==> config.mk <==
export PLATFORM = sky130hd
export DESIGN_NAME = mem_arbiter_flat
export DESIGN_NICKNAME = d
export VERILOG_FILES = /design/src/rtl/mem_arbiter_if.sv /design/src/rtl/mem_arbiter.sv /design/src/flat_wrapper.sv
export SDC_FILE = /design/constraint.sdc
export NUM_CORES = 1
export LEC_CHECK = 0
export BUFFER_PORTS_ARGS = -buffer_cell sky130_fd_sc_hd__buf_2
export CAP_MARGIN = 20
export CORE_MARGIN = 2
export CORE_UTILIZATION = 40
export CTS_CLUSTER_DIAMETER = 120
export DETAILED_ROUTE_END_ITERATION = 6
export GPL_TIMING_DRIVEN = 0
export PLACE_DENSITY = 0.7
export SYNTH_ARGS = -nofsm -noshare
export SYNTH_HDL_FRONTEND = slang
export SYNTH_SLANG_ARGS = --single-unit
==> constraint.sdc <==
create_clock -name CLK -period 4.35 [get_ports CLK]
set_input_delay 0.6525 -clock CLK [delete_from_list [all_inputs] [get_ports CLK]]
set_output_delay 0.6525 -clock CLK [all_outputs]
set_load 0.01 [all_outputs]
==> src/rtl/mem_arbiter_if.sv <==
// Bundle between mem_arbiter, the two cache miss paths and the external memory port.
// The master modport is the arbiter's view; slave is the environment's view.
interface mem_arbiter_if #(
   parameter int unsigned BEAT_W = 2
);
   logic              ic_req;
   logic [31:0]       ic_addr;
   logic              dc_req;
   logic              dc_we;
   logic [31:0]       dc_addr;
   logic [31:0]       dc_wdata;
   logic              mem_req_valid;
   logic              mem_req_ready;
   logic              mem_req_rnw;
   logic [31:0]       mem_req_addr;
   logic [31:0]       mem_req_wdata;
   logic              mem_rdata_valid;
   logic [31:0]       mem_rdata;
   logic              fill_valid;
   logic              fill_dcache;
   logic [BEAT_W-1:0] fill_beat;
   logic [31:0]       fill_data;
   logic              ic_done;
   logic              dc_done;
   logic              Stall;

   modport master (
      input  ic_req, ic_addr, dc_req, dc_we, dc_addr, dc_wdata,
      input  mem_req_ready, mem_rdata_valid, mem_rdata,
      output mem_req_valid, mem_req_rnw, mem_req_addr, mem_req_wdata,
      output fill_valid, fill_dcache, fill_beat, fill_data, ic_done, dc_done, Stall
   );

   modport slave (
      output ic_req, ic_addr, dc_req, dc_we, dc_addr, dc_wdata,
      output mem_req_ready, mem_rdata_valid, mem_rdata,
      input  mem_req_valid, mem_req_rnw, mem_req_addr, mem_req_wdata,
      input  fill_valid, fill_dcache, fill_beat, fill_data, ic_done, dc_done, Stall
   );
endinterface

==> src/rtl/mem_arbiter.sv <==
// Shares the single external memory port between icache line fills and dcache
// fills/write-through stores; the data side has fixed priority. Drives pipeline Stall.
module mem_arbiter #(
   parameter int unsigned LINE_BEATS = 4,
   parameter int unsigned BEAT_W     = 2
) (
   input  logic          CLK,
   input  logic          reset,
   mem_arbiter_if.master bus
);

   typedef enum logic [1:0] {StIdle, StIssue, StFill, StDone} state_e;

   localparam logic [31:0]       LineMask = ~(LINE_BEATS * 32'd4 - 32'd1);
   localparam logic [31:0]       WordMask = 32'hFFFF_FFFC;
   localparam logic [BEAT_W-1:0] LastBeat = BEAT_W'(LINE_BEATS - 1);

   state_e            state_q, state_d;
   logic              grant_q, grant_d;  // 1 = dcache owns the port
   logic              rnw_q, rnw_d;
   logic [31:0]       addr_q, addr_d;
   logic [31:0]       wdata_q, wdata_d;
   logic [BEAT_W-1:0] cnt_q, cnt_d;
   logic              fill_valid_q, fill_valid_d;
   logic [BEAT_W-1:0] fill_beat_q, fill_beat_d;
   logic [31:0]       fill_data_q, fill_data_d;
   logic              ic_done_q, ic_done_d;
   logic              dc_done_q, dc_done_d;

   always_comb begin
      state_d      = state_q;
      grant_d      = grant_q;
      rnw_d        = rnw_q;
      addr_d       = addr_q;
      wdata_d      = wdata_q;
      cnt_d        = cnt_q;
      fill_valid_d = 1'b0;
      fill_beat_d  = fill_beat_q;
      fill_data_d  = fill_data_q;
      ic_done_d    = 1'b0;
      dc_done_d    = 1'b0;

      unique case (state_q)
         StIdle: begin
            if (bus.dc_req) begin
               state_d = StIssue;
               grant_d = 1'b1;
               rnw_d   = ~bus.dc_we;
               addr_d  = bus.dc_addr & (bus.dc_we ? WordMask : LineMask);
               wdata_d = bus.dc_we ? bus.dc_wdata : 32'h0;
            end else if (bus.ic_req) begin
               state_d = StIssue;
               grant_d = 1'b0;
               rnw_d   = 1'b1;
               addr_d  = bus.ic_addr & LineMask;
               wdata_d = 32'h0;
            end
         end
         StIssue: begin
            if (bus.mem_req_ready) begin
               if (rnw_q) begin
                  state_d = StFill;
                  cnt_d   = '0;
               end else begin
                  // Writes pulse done on entry to StDone.
                  state_d   = StDone;
                  dc_done_d = grant_q;
                  ic_done_d = ~grant_q;
               end
            end
         end
         StFill: begin
            if (bus.mem_rdata_valid) begin
               fill_valid_d = 1'b1;
               fill_beat_d  = cnt_q;
               fill_data_d  = bus.mem_rdata;
               cnt_d        = cnt_q + 1'b1;
               if (cnt_q == LastBeat) begin
                  state_d = StDone;
               end
            end
         end
         StDone: begin
            // Reads spend one extra cycle here so done follows the last fill beat.
            if (ic_done_q || dc_done_q) begin
               state_d = StIdle;
            end else begin
               dc_done_d = grant_q;
               ic_done_d = ~grant_q;
            end
         end
         default: state_d = StIdle;
      endcase
   end

   always_ff @(posedge CLK or posedge reset) begin
      if (reset) begin
         state_q      <= StIdle;
         grant_q      <= 1'b0;
         rnw_q        <= 1'b0;
         addr_q       <= 32'h0;
         wdata_q      <= 32'h0;
         cnt_q        <= '0;
         fill_valid_q <= 1'b0;
         fill_beat_q  <= '0;
         fill_data_q  <= 32'h0;
         ic_done_q    <= 1'b0;
         dc_done_q    <= 1'b0;
      end else begin
         state_q      <= state_d;
         grant_q      <= grant_d;
         rnw_q        <= rnw_d;
         addr_q       <= addr_d;
         wdata_q      <= wdata_d;
         cnt_q        <= cnt_d;
         fill_valid_q <= fill_valid_d;
         fill_beat_q  <= fill_beat_d;
         fill_data_q  <= fill_data_d;
         ic_done_q    <= ic_done_d;
         dc_done_q    <= dc_done_d;
      end
   end

   assign bus.mem_req_valid = (state_q == StIssue);
   assign bus.mem_req_rnw   = rnw_q;
   assign bus.mem_req_addr  = addr_q;
   assign bus.mem_req_wdata = wdata_q;
   assign bus.fill_valid    = fill_valid_q;
   assign bus.fill_dcache   = grant_q;
   assign bus.fill_beat     = fill_beat_q;
   assign bus.fill_data     = fill_data_q;
   assign bus.ic_done       = ic_done_q;
   assign bus.dc_done       = dc_done_q;
   assign bus.Stall         = (bus.ic_req & ~ic_done_q) | (bus.dc_req & ~dc_done_q);

endmodule

==> src/flat_wrapper.sv <==
// flat-port wrapper written by rule: the top's interface ports become plain ports
module mem_arbiter_flat 
#(
   parameter int unsigned LINE_BEATS = 4,
   parameter int unsigned BEAT_W     = 2
)
  (CLK, reset, bus_ic_req, bus_ic_addr, bus_dc_req, bus_dc_we, bus_dc_addr, bus_dc_wdata, bus_mem_req_ready, bus_mem_rdata_valid, bus_mem_rdata, bus_mem_req_valid, bus_mem_req_rnw, bus_mem_req_addr, bus_mem_req_wdata, bus_fill_valid, bus_fill_dcache, bus_fill_beat, bus_fill_data, bus_ic_done, bus_dc_done, bus_Stall);
  mem_arbiter_if #(.BEAT_W(BEAT_W)) bus_i ();
  input  logic CLK;
  input  logic reset;
  input wire logic [$bits(bus_i.ic_req)-1:0] bus_ic_req;
  input wire logic [$bits(bus_i.ic_addr)-1:0] bus_ic_addr;
  input wire logic [$bits(bus_i.dc_req)-1:0] bus_dc_req;
  input wire logic [$bits(bus_i.dc_we)-1:0] bus_dc_we;
  input wire logic [$bits(bus_i.dc_addr)-1:0] bus_dc_addr;
  input wire logic [$bits(bus_i.dc_wdata)-1:0] bus_dc_wdata;
  input wire logic [$bits(bus_i.mem_req_ready)-1:0] bus_mem_req_ready;
  input wire logic [$bits(bus_i.mem_rdata_valid)-1:0] bus_mem_rdata_valid;
  input wire logic [$bits(bus_i.mem_rdata)-1:0] bus_mem_rdata;
  output wire logic [$bits(bus_i.mem_req_valid)-1:0] bus_mem_req_valid;
  output wire logic [$bits(bus_i.mem_req_rnw)-1:0] bus_mem_req_rnw;
  output wire logic [$bits(bus_i.mem_req_addr)-1:0] bus_mem_req_addr;
  output wire logic [$bits(bus_i.mem_req_wdata)-1:0] bus_mem_req_wdata;
  output wire logic [$bits(bus_i.fill_valid)-1:0] bus_fill_valid;
  output wire logic [$bits(bus_i.fill_dcache)-1:0] bus_fill_dcache;
  output wire logic [$bits(bus_i.fill_beat)-1:0] bus_fill_beat;
  output wire logic [$bits(bus_i.fill_data)-1:0] bus_fill_data;
  output wire logic [$bits(bus_i.ic_done)-1:0] bus_ic_done;
  output wire logic [$bits(bus_i.dc_done)-1:0] bus_dc_done;
  output wire logic [$bits(bus_i.Stall)-1:0] bus_Stall;
  assign bus_i.ic_req = bus_ic_req;
  assign bus_i.ic_addr = bus_ic_addr;
  assign bus_i.dc_req = bus_dc_req;
  assign bus_i.dc_we = bus_dc_we;
  assign bus_i.dc_addr = bus_dc_addr;
  assign bus_i.dc_wdata = bus_dc_wdata;
  assign bus_i.mem_req_ready = bus_mem_req_ready;
  assign bus_i.mem_rdata_valid = bus_mem_rdata_valid;
  assign bus_i.mem_rdata = bus_mem_rdata;
  assign bus_mem_req_valid = bus_i.mem_req_valid;
  assign bus_mem_req_rnw = bus_i.mem_req_rnw;
  assign bus_mem_req_addr = bus_i.mem_req_addr;
  assign bus_mem_req_wdata = bus_i.mem_req_wdata;
  assign bus_fill_valid = bus_i.fill_valid;
  assign bus_fill_dcache = bus_i.fill_dcache;
  assign bus_fill_beat = bus_i.fill_beat;
  assign bus_fill_data = bus_i.fill_data;
  assign bus_ic_done = bus_i.ic_done;
  assign bus_dc_done = bus_i.dc_done;
  assign bus_Stall = bus_i.Stall;
  mem_arbiter #(.LINE_BEATS(LINE_BEATS), .BEAT_W(BEAT_W)) u_core (.CLK(CLK), .reset(reset), .bus(bus_i));
endmodule
==> results.yml, run 1 <==
clock_network:
  clkLatencyLatePin_ps: 360
  htreeDepth: 3
  cts-resized-gates: 0
  clock-sinks: 105
  cts_setup_buffers: 0
  cts_root_buf: "clkbuf_8"
  cts_buffers: 9
  cts_tree: "built"
  clk_pin_slew_worst_paths_ps: 110
  ctsLongestPathBuffers: 2
  postCtsHoldBufs: 0
setup_path:
  critPathMaxFanout: 10
  critPathKind: "input port to output port"
  cp_slowest_cell: "buf_2"
  critPathArrivalTime_ps: 1430
  endpoint_kind: "output port"
  cp_common_cell: "buf_2"
  critPathBufInv: 4
  path_cells: "buf_4 > buf_2 > inv_1 > o22ai_1 > buf_2"
  cp-start-kind: "input port"
  path_delay_family: "buffers and inverters"
  critPathMaxStageDelay_ps: 270
  critPathRequiredTime_ps: 3700
timing:
  hold_viol: 0
  finalCriticalPeriod_ps: 2080
  slew_headroom_pct: 62.2
  finalSetupViolations: 0
  fin_worst_skew_ps: 16.7
  fmax_ghz: 0.481
  drv_slew: 0
  fin_crit_sh_pct: 47.8
  rsz0062_at_grt: "false"
  worst_pin_slew_ps: 567
  setup_tns_ps: 0
global_route:
  globalRouteOverflowTotal: 0
  grt_pass1_vias: 3513
  grt_start_max_net_pins: 63
  antenna_found_initial: 0
  grt_pass1_wl_um: 16700
  track_usage_pct: 18.4
pwr:
  power_density_mw_per_mm2: 691
  vdd_drop_max_mv: 0.309
  p_leak_nw: 3.17
detailed_routing:
  wl_per_cell_um: 15.1
  via_count: 3441
  drc: 0
  wirelength_um: 10700
  routed_via_density: 4.85
  postRouteAntennaNets: 0
  drt-initial-drc-count: 85
  dr.pass1.iters: 4
floorplanning:
  dieArea_sq_mm: 0.0115
  start_util_pct: 41.2
  ios: 240
  coreArea_sq_mm: 0.0104
  die_x_um: 107
  placementRows: 37
  die_y_um: 107
finish:
  syn_to_final_growth_pct: 36.1
  fillers: 932
  multi_input_area_sq_mm: 0.00150
  antenna_cells: 0
  ff_latch_area_sq_mm: 0.00263
  layout-drive-gt1-share_pct: 53.7
  finalInstanceArea_sq_mm: 0.00582
  layout_commonest_cell: "buf_2"
  mostFrequentLayoutCells: "247 x buf_2, 105 x dfrtp_1, 35 x a22o_1, 34 x mux2_2, 32 x o21ai_0"
  nets: 711
synthesis:
  ys_types: 28
  ys_ff_latch: 105
  yosysTopAreaCell: "dfrtp_1"
  synth_top_area_share_pct: 61.4
  synth_cells: 326
  ys_warn_count: 0
  synth_seq_area_share_pct: 61.4
  synth.area.top_cells: "dfrtp_1 61%, mux2_2 9.0%, a22o_1 7.2%"
  syn_avg_cell_area_sq_um: 13.1
  synthesis.area_sq_mm: 0.00428
min_path:
  hold_class: "input port to asynchronous set/reset pin"
placement:
  hpwl_um: 8290
  placed_area_sq_mm: 0.00563
  port_buffers: 230
  gp_congestion: 0.769
run_status:
  run_status: "complete, no violations"
flow_run:
  maxCapViolations: 0
-- state kept, by name, summed over array words and instances, names as in the netlist --
signal	flops
u_core.bus.fill_beat	2
u_core.bus.fill_dcache	1
u_core.bus.mem_req_rnw	1
u_core.bus.mem_req_addr	30
u_core.bus.mem_req_wdata	32
u_core.bus.dc_done	1
u_core.cnt_q	2
u_core.bus.fill_data	32
u_core.state_q	2
u_core.bus.fill_valid	1
u_core.bus.ic_done	1
-- kinds of logic (layout without fill, tap and decap cells) --
logic type | after synthesis | after routing | synth area share, %
AO/OA/AOI/OAI | 79 | 79 | 13.1
adder cells (fa/ha/maj) | 7 | 7 | 2.05
buffers and inverters | 31 | 278 | 3.57
flip-flops | 105 | 105 | 61.4
multiplexers | 64 | 64 | 16.1
other | 1 | 2 | 0.0877
AND/OR/NAND/NOR | 39 | 39 | 3.69
-- routing by layer --
layer	track usage, %	up-vias	share of wire [%]
met5	0	-	0
met4	5.04	0	1.1
met3	5.21	9	8.2
met2	32.3	154	50
met1	22.1	1636	40
li1	-	1642	-
-- where the power goes --
part	total [mW]	internal [mW]	switching (mW)
Combinational	1.72	0.829	0.894
Clock	0.574	0.220	0.354
Sequential	1.73	1.46	0.268
Total	4.02	2.51	1.52
-- Yosys cell counts --
cell type and instances:
buf_4 4, clkbuf_1 2, and3_1 1, a21oi_1 3, o21ai_0 32, or3_1 1, mux2_2 34, a22oi_1 1
o221ai_1 1, o41ai_1 2, conb_1 1, mux2_4 1, nand2_1 31, buf_2 17, a21boi_0 1, mux2i_1 29
dfrtp_1 105, o2bb2ai_1 1, a22o_1 35, nand3_1 1, inv_2 2, inv_1 6, ha_1 7, nor2_1 3
o22ai_1 1, and2_1 2, o22ai_2 1, o21ai_2 1
-- path summary, 6_finish.rpt --
path / cells after the start / slack [ps] / to / startpoint
max: 5 / 2270 / bus_Stall / bus_dc_req
min: 2 / 330 / u_core.bus.mem_req_wdata[24] / reset
max reg2reg: 6 / 2460 / u_core.state_q[1] / u_core.state_q[1]
min reg2reg: 2 / 490 / u_core.bus.mem_req_addr[19] / u_core.bus.mem_req_addr[19]
max in group asynchronous: 3 / 3300 / u_core.bus.mem_req_rnw / reset
min in group CLK: 2 / 490 / u_core.bus.mem_req_addr[19] / u_core.bus.mem_req_addr[19]
-- cell type report --
class / instances / area share [%]
buffer: 23 / 2.11
clock buffer: 9 / 2.13
clock inverter: 7 / 1.12
inverter: 8 / 0.559
multi-input combinational: 191 / 25.8
sequential: 105 / 45.1
tap: 136 / 2.92
timing repair buffer: 231 / 20.2
-- through the flow --
step | power (mW) | util (%) | setup WS (ps) | hold slack [ps] | instances
floorplan | 2.72 | - | 937 | 476 | 327
global placement | 3.42 | 54.0 | -125 | 459 | 693
detailed placement | 3.50 | 54.3 | 2260 | 465 | 694
CTS | 4.07 | 56.1 | 2250 | 342 | 710
global route | 4.33 | 56.1 | 2190 | 348 | 710
finish | 4.02 | 56.1 | 2270 | 334 | 710
Note: power is estimated with default switching activity, not from simulation.
==> run 2, diff against run 1 <==
- ABC_AREA: default -> 1
- PLACE_DENSITY: 0.7 -> 0.72
- clock period: 4.35 -> 1.84 ns (I/O delays scaled with it)
==> run 2 against run 1 <==
Against the previous run:
- design area up 1.4%
- area after synthesis increased by 0.94%
- die area is 0.90% higher
- largest power group is now combinational logic
- first-iteration DRC count rose by 87%
- global-route usage is 1.2 points higher
- clock power rose by 120%
- critical path type is now flop to flop
- combinational power increased by 140%
- non-clock buffer count grew 7
- critical endpoint is now u_core.bus.mem_req_addr[8]
- clock-buffer cell count up 3
- synthesized cell count is 37% higher
==> results.yml, run 2 <==
run_status:
  run_status: "complete, no violations"
detailed_routing:
  via_count: 4010
  postRouteAntennaNets: 0
  wl_per_cell_um: 13.7
  drt-initial-drc-count: 159
  drc: 0
  wirelength_um: 11500
  dr.pass1.iters: 4
  routed_via_density: 4.80
pwr:
  power_frac_seq_pct: 42.7
  netSwitchingFraction_pct: 39.2
  vdd_drop_max_mv: 0.611
  combPwrFrac_pct: 43.5
  power_density_mw_per_mm2: 1580
  power_frac_clock_pct: 13.8
  p_int_mw: 5.68
  p_switching_mw: 3.66
  p_leak_nw: 3.36
timing:
  fin_crit_sh_pct: 89.9
  hold_viol: 0
  holdWs_ps: 108
  fin_worst_skew_ps: 7.70
  finalCriticalPeriod_ps: 1650
  finalSetupViolations: 0
  fmax_ghz: 0.604
  setup_tns_ps: 0
  rsz0062_at_grt: "false"
  drv_slew: 0
  fin_ws_ps: 185
clock_network:
  cts_setup_buffers: 0
  cts_buffers: 9
  htreeDepth: 3
  clk_pin_slew_worst_paths_ps: 100
  clock-sinks: 105
  ctsLongestPathBuffers: 2
  clkLatencyLatePin_ps: 350
  cts_tree: "built"
  cts_root_buf: "clkbuf_8"
floorplanning:
  start_util_pct: 41.4
  ios: 240
  placementRows: 37
  die_y_um: 108
  coreArea_sq_mm: 0.0104
  die_x_um: 108
  dieArea_sq_mm: 0.0116
global_route:
  grt_start_max_net_pins: 43
  grt_pass1_wl_um: 18000
  track_usage_pct: 19.6
  grt_util_met1_pct: 23.7
  antenna_found_initial: 0
  globalRouteOverflowTotal: 0
  grtUsageMet2_pct: 33.5
  met3_usage_pct: 4.12
  top_usage_layer: "met2"
  grt_pass1_vias: 3892
placement:
  port_buffers: 230
  gp_congestion: 0.790
  hpwl_um: 9200
  place_ws_ps: 80.2
  dp_cells: 818
synthesis:
  synth.area.top_cells: "dfrtp_1 61%, nand2_1 16%, a22o_1 6.9%"
  synthesis.area_sq_mm: 0.00432
  synth_top_area_share_pct: 60.9
  synth_cells: 448
  async_reset_ff_share_pct: 100
  ys_types: 21
  synthTopCellsByCount: "180 x nand2_1, 105 x dfrtp_1, 35 x nor2_1"
  synth_ff_type: "dfrtp_1"
  ys_ff_latch: 105
  synth_edf_count: 0
  syn_avg_cell_area_sq_um: 9.64
  yosysTopAreaCell: "dfrtp_1"
  yosysMostFrequentCell: "nand2_1"
  ys_warn_count: 0
  synth_seq_area_share_pct: 60.9
finish:
  syn_to_final_growth_pct: 36.7
  antenna_cells: 0
  nets: 836
  fin_util_pct: 56.6
  fillers: 943
  layout-drive-gt1-share_pct: 39.8
  final_cells: 835
  layout_commonest_cell: "buf_2"
  mostFrequentLayoutCells: "241 x buf_2, 180 x nand2_1, 104 x dfrtp_1, 35 x nor2_1, 34 x a22o_1"
setup_path:
  path_cells: "inv_1 > ha_2 > inv_2 > nor2_4 > buf_6 > buf_2 > a31oi_1"
  critPathBufInv: 4
  critPathRequiredTime_ps: 2070
  critPathMaxFanout: 10
  cp-start-kind: "flop"
  cp_slowest_cell: "dfrtp_2"
  critPathArrivalTime_ps: 1880
  critPathMaxStageDelay_ps: 450
  endpoint_kind: "flop"
  path_delay_family: "buffers and inverters"
  critPathKind: "flop to flop"
min_path:
  hold_class: "input port to flop"
flow_run:
  maxCapViolations: 0
-- run 2: cell count changes after synthesis, sizes merged, moves of 3 or more --
cell    delta
a31oi     +28
clkbuf     +3
inv        +7
mux2      -35
mux2i     -29
nand2    +150
nand3      +4
nor2      +34
o21ai     -30
-- run 2: layer usage --
layer  vias up  part of all wire (%)
met3        17                   7.5
li1       1946                     -
met1      1894                    42
met4         0                   1.8
met5         -                     0
met2       153                    48
-- run 2: worst min-delay path, delay by kind of cell --
kind | cells | cell delay (ps)
buffers and inverters | 1 | 70
and+or+nand+nor | 2 | 80
-- run 2: worst paths after layout --
path / depth (start not counted) / from / end / slack [ps]
setup / recovery: 7 / u_core.state_q[0] / u_core.bus.mem_req_addr[8] / 190
hold / removal: 3 / bus_mem_rdata[24] / u_core.bus.fill_data[24] / 110
setup reg to reg: 7 / u_core.state_q[0] / u_core.bus.mem_req_addr[8] / 190
hold reg to reg: 2 / u_core.bus.fill_data[16] / u_core.bus.fill_data[16] / 480
max in group asynchronous: 5 / reset / u_core.bus.mem_req_addr[31] / 760
min in group asynchronous: 3 / reset / u_core.bus.fill_dcache / 440
-- run 2: logic make-up after synthesis --
kind of cell,Yosys count,synth area share (%)
AO/OA/AOI/OAI,69,11.9
buffers and inverters,43,5.19
other,1,0.0869
flip-flops,105,60.9
AND/OR/NAND/NOR,223,19.9
adder cells (fa/ha/maj),7,2.03
-- run 2: repair_timing --
item | CTS | global route
endpoints found under the hold margin | 11 | 0
endpoints found under the setup margin | 0 | 44
resized for setup | 0 | 2
hold buffers | 1 | 0
-- run 2: layout make-up --
cell class	count	area [sq um]	area share (%)
Buffer	27	164	2.78
Clock buffer	12	145	2.46
Clock inverter	4	27.5	0.467
Inverter	16	63.8	1.08
Multi-Input combinational cell	301	1470	24.9
Sequential cell	105	2630	44.6
Tap cell	136	170	2.88
Timing Repair Buffer	234	1230	20.8
-- run 2: power groups by stage --
stage	sequential, mW	clock, mW	combinational (mW)
5_1_grt	4.13	1.42	4.54
3_5_place_dp	4.03	0	4.13
2_1_floorplan	4.49	0	1.86
6_report	3.99	1.29	4.06
3_3_place_gp	3.98	0	3.99
4_1_cts	4.00	1.34	4.13
-- run 2: per-stage QoR --
| stage | power [mW] | area, sq um |
|---|---|---|
| 2_1_floorplan | 6.35 | 4320 |
| 3_3_place_gp | 7.97 | 5650 |
| 3_5_place_dp | 8.16 | 5710 |
| 4_1_cts | 9.47 | 5900 |
| 5_1_grt | 10.1 | 5900 |
| 6_report | 9.34 | 5900 |
